## src/rtl/uart_tx_fifo_ctrl.sv

```systemverilog
// uart_tx_fifo_ctrl
//   Byte FIFO plus send sequencer in front of a UART byte transmitter.
//   Producers push bytes with wr_en/wr_data; the sequencer pops one byte at
//   a time, presents it on data_byte with a one-cycle send_en pulse, then
//   waits for Tx_Done before popping the next.
//
// Ports
//   Clk, Rst_n        clock, asynchronous active-low reset
//   wr_en, wr_data    producer write strobe and byte
//   full, empty       FIFO status (combinational from the pointers)
//   level             entry count (combinational from the pointers)
//   data_byte         byte presented to the transmitter (registered, held)
//   send_en           one-cycle start pulse to the transmitter
//   Tx_Done           one-cycle completion pulse from the transmitter
//   ovf_clr           clears the sticky overflow flag
//   overflow          sticky flag: a write was dropped because FIFO was full
//
// Build option
//   UART_TX_FIFO_OVF_FLAG_EN  when defined, overflow is a live sticky flag;
//                             otherwise it is tied low and ovf_clr is unused.

module uart_tx_fifo_ctrl #(
  parameter int DEPTH_LOG2 = 4
) (
  input  logic                  Clk,
  input  logic                  Rst_n,
  input  logic                  wr_en,
  input  logic [7:0]            wr_data,
  output logic                  full,
  output logic                  empty,
  output logic [DEPTH_LOG2:0]   level,
  output logic [7:0]            data_byte,
  output logic                  send_en,
  input  logic                  Tx_Done,
  input  logic                  ovf_clr,
  output logic                  overflow
);

  localparam int DEPTH = 1 << DEPTH_LOG2;

  typedef enum logic [1:0] {
    IDLE      = 2'd0,
    SEND      = 2'd1,
    WAIT_DONE = 2'd2
  } state_t;

  state_t state, state_next;

  logic [7:0]          mem [DEPTH];
  logic [DEPTH_LOG2:0] wr_ptr, rd_ptr;
  logic                wr_acc;
  logic                pop;

  // Pointers carry an extra wrap bit so full and empty are distinguishable.
  assign empty = (wr_ptr == rd_ptr);
  assign full  = (wr_ptr[DEPTH_LOG2] != rd_ptr[DEPTH_LOG2]) &&
                 (wr_ptr[DEPTH_LOG2-1:0] == rd_ptr[DEPTH_LOG2-1:0]);
  assign level = wr_ptr - rd_ptr;

  // A write while full is dropped even if a pop frees a slot this cycle.
  assign wr_acc = wr_en && !full;

  always_ff @(posedge Clk) begin
    if (wr_acc) mem[wr_ptr[DEPTH_LOG2-1:0]] <= wr_data;
  end

  always_ff @(posedge Clk or negedge Rst_n) begin
    if (!Rst_n) begin
      wr_ptr <= '0;
      rd_ptr <= '0;
    end else begin
      if (wr_acc) wr_ptr <= wr_ptr + 1'b1;
      if (pop)    rd_ptr <= rd_ptr + 1'b1;
    end
  end

  always_ff @(posedge Clk or negedge Rst_n) begin
    if (!Rst_n) state <= IDLE;
    else        state <= state_next;
  end

  always_comb begin
    state_next = state;
    pop        = 1'b0;
    case (state)
      IDLE: begin
        if (!empty) begin
          pop        = 1'b1;
          state_next = SEND;
        end
      end
      SEND:      state_next = WAIT_DONE;
      WAIT_DONE: if (Tx_Done) state_next = IDLE;
      default:   state_next = IDLE;
    endcase
  end

  // send_en is registered from the pop, so it is high exactly while the
  // FSM sits in SEND; data_byte is loaded on the same edge and then held.
  always_ff @(posedge Clk or negedge Rst_n) begin
    if (!Rst_n) begin
      data_byte <= 8'h00;
      send_en   <= 1'b0;
    end else begin
      send_en <= pop;
      if (pop) data_byte <= mem[rd_ptr[DEPTH_LOG2-1:0]];
    end
  end

`ifdef UART_TX_FIFO_OVF_FLAG_EN
  // Set has priority over clear when both happen in one cycle.
  always_ff @(posedge Clk or negedge Rst_n) begin
    if (!Rst_n)              overflow <= 1'b0;
    else if (wr_en && full)  overflow <= 1'b1;
    else if (ovf_clr)        overflow <= 1'b0;
  end
`else
  logic unused_ovf_clr;
  assign unused_ovf_clr = ovf_clr;
  assign overflow       = 1'b0;
`endif

endmodule
```

## config.mk

```make
export PLATFORM = sky130hd
export DESIGN_NAME = uart_tx_fifo_ctrl
export DESIGN_NICKNAME = d
export VERILOG_FILES = /design/src/rtl/uart_tx_fifo_ctrl.sv
export SDC_FILE = /design/constraint.sdc
export NUM_CORES = 1
export LEC_CHECK = 0
export BUFFER_PORTS_ARGS = -buffer_cell sky130_fd_sc_hd__buf_4
export CAP_MARGIN = 20
export CORE_UTILIZATION = 25
export DETAILED_ROUTE_END_ITERATION = 8
export PLACE_DENSITY = 0.5
export SYNTH_ARGS = -nofsm -noshare
export SYNTH_HDL_FRONTEND = slang
export SYNTH_SLANG_ARGS = --single-unit
export TNS_END_PERCENT = 5
```

## constraint.sdc

```tcl
create_clock -name Clk -period 3.25 [get_ports Clk]
set_input_delay 0.65 -clock Clk [delete_from_list [all_inputs] [get_ports Clk]]
set_output_delay 0.65 -clock Clk [all_outputs]
set_load 0.05 [all_outputs]
```

# Yosys cells after proc, flatten, opt, wreduce, memory -nomap -nowiden

Memory sizes are Yosys's and may differ from the RTL's. A register that Yosys moved wholly into a read port is not among the register bits.
Index checks and enable logic that the tools add are counted.
Widths: inputs -> output; s select.

Memories: 1
Logic and storage cells: 28
Bits of input ports: 13
Register bits: 13
RAM bits: 128
Output and inout bits: 17

Eq/ne operators: 7
Mux-type cells: 7
Reductions and logical operators: 6
Add/sub/neg operators: 3

Memories:

| name | depth | bits a word | read ports | clocked after memory_dff | write ports | RTL line | text |
|---|---|---|---|---|---|---|---|
| mem  | 16    | 8           | 1          | 1                        | 1           | 49       | `logic [7:0] mem [DEPTH];` |

Operators by type and width:

| kind                | number |
|---|---|
| $add 5x1->5 const B | 2 |
| $pmux 2 s3          | 1 |
| $eq 5x5->1          | 1 |
| $sub 5x5->5         | 1 |
| $eq 4x4->1          | 1 |
| $mux 1              | 4 |
| $mux 2              | 2 |
| $ne 2x2->1 const B  | 2 |
| $eq 2x1->1 const B  | 1 |
| $eq 2x2->1 const B  | 1 |
| $logic_and 1x1->1   | 2 |
| $logic_not 1->1     | 2 |
| $logic_not 2->1     | 1 |
| $reduce_and 2->1    | 1 |
| $ne 1x1->1          | 1 |

# Depth between registers and ports, before layout

Depth after elaboration: 6
Depth in mapped cells: 10
Gate-level depth less buffers: 7

# Worst setup path after synthesis

No wires, ideal clock.

Path type: reg-to-output
Start point: register rd_ptr[1]
End point: output port level[3]
Setup slack: 0.384 ns
Arrival: 2.216 ns
Path buffers: 3
Cell stages (with the launch flop): 9
Path through: dfrtp_1 -> buf_6 -> buf_6 -> buf_4 -> inv_1 -> ha_1 -> a21o_1 -> a21oi_1 -> xnor2_1

Cells in the longest elaborated chain, start to end: 1

Ends and longest elaborated chain:

| item                     | RTL line | text |
|---|---|---|
| start: declaration       | 50       | `logic [DEPTH_LOG2:0] wr_ptr, rd_ptr;` |
| start signal: assignment | 73       | `if (pop) rd_ptr <= rd_ptr + 1'b1;` |
| $sub 5x5->5              | 58       | `assign level = wr_ptr - rd_ptr;` |
| end: declaration         | 31       | `output logic [DEPTH_LOG2:0] level,` |

No other way between the ends.

# Worst setup path in the final report

Start point: register rd_ptr[0]
End point: output port level[4]

Same word-level chain as after synthesis.

==> qor.txt <==
status -> finished clean
Max stage delay cell, worst path -> dfrtp_1
distinct cell type count after synthesis -> 41
worst setup path class -> register to output port
max-slew violations -> 0
Cell Area, Synth -> 0.00606 sq mm
final setup TNS -> 0 ns
clk_lat worst skew -> 0.41 ns
postcts setup bufs -> 0
ant diodes -> 0
DP Area -> 0.00662 sq mm
Rows -> 56
TritonRoute pass-1 iters -> 4
htree depth -> 4
adder-cell area share of the yosys netlist -> 2.19%
core box area -> 0.0236 sq mm
Gate power share -> 38.2%
crit-path cells -> ha_1, inv_1, fa_1, a21o_1, a21oi_1, xnor2_1, buf_4
Total Routing Usage GR -> 11.1%
CTS Buf Count -> 17
CTS Root Buffer Type -> clkbuf_16
routed wire length -> 12800 um
GPL Wtd Cong -> 0.739
Tcrit/Tclk final -> 91.7%
clock group share of total power -> 25.0%
fin nets -> 411
endpoints failing hold -> 0
vias per cell -> 4.35
fraction of registers with async set/reset -> 14.1%
MaxCap Viol Count -> 0
reg2reg path depth -> 5
Die Y -> 158 um
overall power -> 7.10 mW
mux share of post-synthesis cell area -> 11.5%
Top Ports -> 30
Buffers on Ports -> 27
CP peak stage delay -> 0.54 ns
Seq/Total Area, Yosys -> 72.1%
leakage power -> 2.47 nW
Setup crit end kind -> output port
CTS tree -> yes
Main synth FF type -> edfxtp_1
# resized after CTS -> 0
CTS Hold Buffers Added -> 0
Post-synth EDFFs -> 128
design area -> 0.00715 sq mm
Post-Synth XOR/XNOR Area -> 1.86%
Initial Utilization -> 25.6%
initial antenna violation count -> 0
Cell Int Power -> 4.45 mW
Syn Inst Count -> 347
GRT overflow -> 0
maximum number of pins on one net before global-route repair -> 51
Seq cells post-synth -> 149
simple-gate share of the synthesized area -> 4.36%
RSZ-0062 raised after global routing -> false
Critical Path Stages -> 7
# DRC -> 0
routed vias -> 3131
layout cell share with drive strength beyond 1 -> 20.4%
sw power -> 2.65 mW
DRT antenna net count -> 0
Peak VDD IR -> 954 uV
Mapped Nets -> 370
global-route wire length before repair -> 19300 um
worst clock skew -> 0.00664 ns
Synth warnings -> 0
CP Data Arrival Time -> 2.33 ns
CP max FO -> 10
Worst Hold Class -> primary input to asynchronous set/reset pin
Bufs and invs on worst path -> 2
combinational family with the most area after synthesis -> multiplexers
Die Wd -> 158 um
Sw Share -> 37.3%
HPWL after DPL -> 8090 um
DR WL/cell -> 17.8 um
delay-heaviest family, CP -> adder cells
clock buffer depth -> 2
Syn Area/Cell -> 17.5 sq um
number of clock sinks -> 149
die area -> 0.0249 sq mm
Final Setup Violations -> 0
Tightest Pin Transition -> 0.946 ns
Clock transition at path regs -> 0.06 ns
vias in the first global route -> 3147
startpoint types -> register
sequential group share of total power -> 36.8%
Layout Area Growth over Synthesis -> 18.0%
Worst EP required -> 2.60 ns
DR iter-0 viols -> 174
max_slew headroom -> 36.9%
hold_ws -> 0.130 ns
Max Fclk -> 0.336 GHz
Synth Area in Compound Gates -> 4.71%
minimum clock period -> 2.98 ns
Power Density -> 993 mW/mm^2
[layout by cell type (no fill, tap or decap), types with 3 or more instances in the layout]
cell type	count
mux2i_1	33
a22oi_1	8
o22ai_1	16
nand4_1	5
dfrtp_1	20
edfxtp_1	128
mux4_2	15
clkbuf_1	8
nor2_1	22
and3_1	4
inv_1	12
nor3_1	4
a31oi_1	8
buf_4	41
nand2_1	5
clkinv_2	3
ha_1	9
xnor2_1	9
nor4_1	4
clkbuf_16	17
[cell families after synthesis]
kind of cell,count (synthesis)
compound gates,42
buf+inv,31
other cells,1
xor+xnor,12
mux,49
flops,149
simple gates,53
fa+ha+maj,10
[cell usage after synthesis (4+ instances only)]
cell | number | share of area (%)
buf_2 | 4 | 0.33
o22ai_1 | 16 | 1.7
edfxtp_1 | 128 | 63
nand4_1 | 5 | 0.52
inv_1 | 12 | 0.74
buf_4 | 5 | 0.62
nor2_1 | 22 | 1.4
nor4_1 | 4 | 0.41
xnor2_1 | 9 | 1.3
dfrtp_1 | 21 | 8.7
nor3_1 | 4 | 0.33
and3_1 | 4 | 0.41
buf_6 | 5 | 0.93
nand2_1 | 5 | 0.31
mux2i_1 | 33 | 5.5
ha_1 | 9 | 1.9
mux4_2 | 15 | 5.6
a22oi_1 | 8 | 0.99
a31oi_1 | 8 | 0.83
[metal layers]
metal	global-route usage [%]	vias up	wire, um
li1	-	1440	-
met1	14.3	1621	6010
met2	17.8	53	6160
met3	3.04	17	440
met4	4.44	0	183
met5	0	-	0
[worst paths after layout]
path | endpoint | slack (ns) | startpoint
worst max-delay path | level[4] | 0.27 | rd_ptr[0]$_DFFE_PN0P_
worst min-delay path | wr_ptr[1]$_DFFE_PN0P_ | 0.13 | Rst_n
worst max register to register | mem[6][3]$_DFFE_PP_ | 0.70 | wr_ptr[2]$_DFFE_PN0P_
worst min register to register | rd_ptr[4]$_DFFE_PN0P_ | 0.52 | rd_ptr[4]$_DFFE_PN0P_
max in group asynchronous | rd_ptr[1]$_DFFE_PN0P_ | 2.87 | Rst_n
min in group Clk | state[1]$_DFFE_PN0P_ | 0.50 | Tx_Done
[flip-flops by register name, summed over array words and instances (netlist names)]
register / flops
data_byte: 8
wr_ptr: 5
state: 2
mem: 128
send_en: 1
rd_ptr: 5
[metrics by stage]
step | cells | util [%] | setup slack (ns)
3_3_place_gp | 688 | 28.0 | 0.700
2_1_floorplan | 347 | - | 0.384
5_1_grt | 720 | 30.3 | 0.0946
6_report | 720 | 30.3 | 0.271
3_5_place_dp | 688 | 28.0 | 0.690
4_1_cts | 720 | 30.3 | 0.245
[area by class of cell]
class	instances	area, sq um
clock buffers	27	483
clock inverters	5	48.8
fillers	2354	16500
inverters	12	45.0
multi-input cells	167	1490
flip-flops and latches	149	4370
well taps	319	399
repair buffers	41	308
[power by group through the flow]
stage | Combinational (mW) | Clock, mW | Sequential, mW
4_1_cts | 2.76 | 1.81 | 2.61
3_5_place_dp | 2.75 | 0 | 2.65
5_1_grt | 2.95 | 1.88 | 2.65
2_1_floorplan | 1.96 | 0 | 2.73
6_report | 2.71 | 1.77 | 2.61
3_3_place_gp | 2.72 | 0 | 2.63
(Power assumes the default switching activity.)
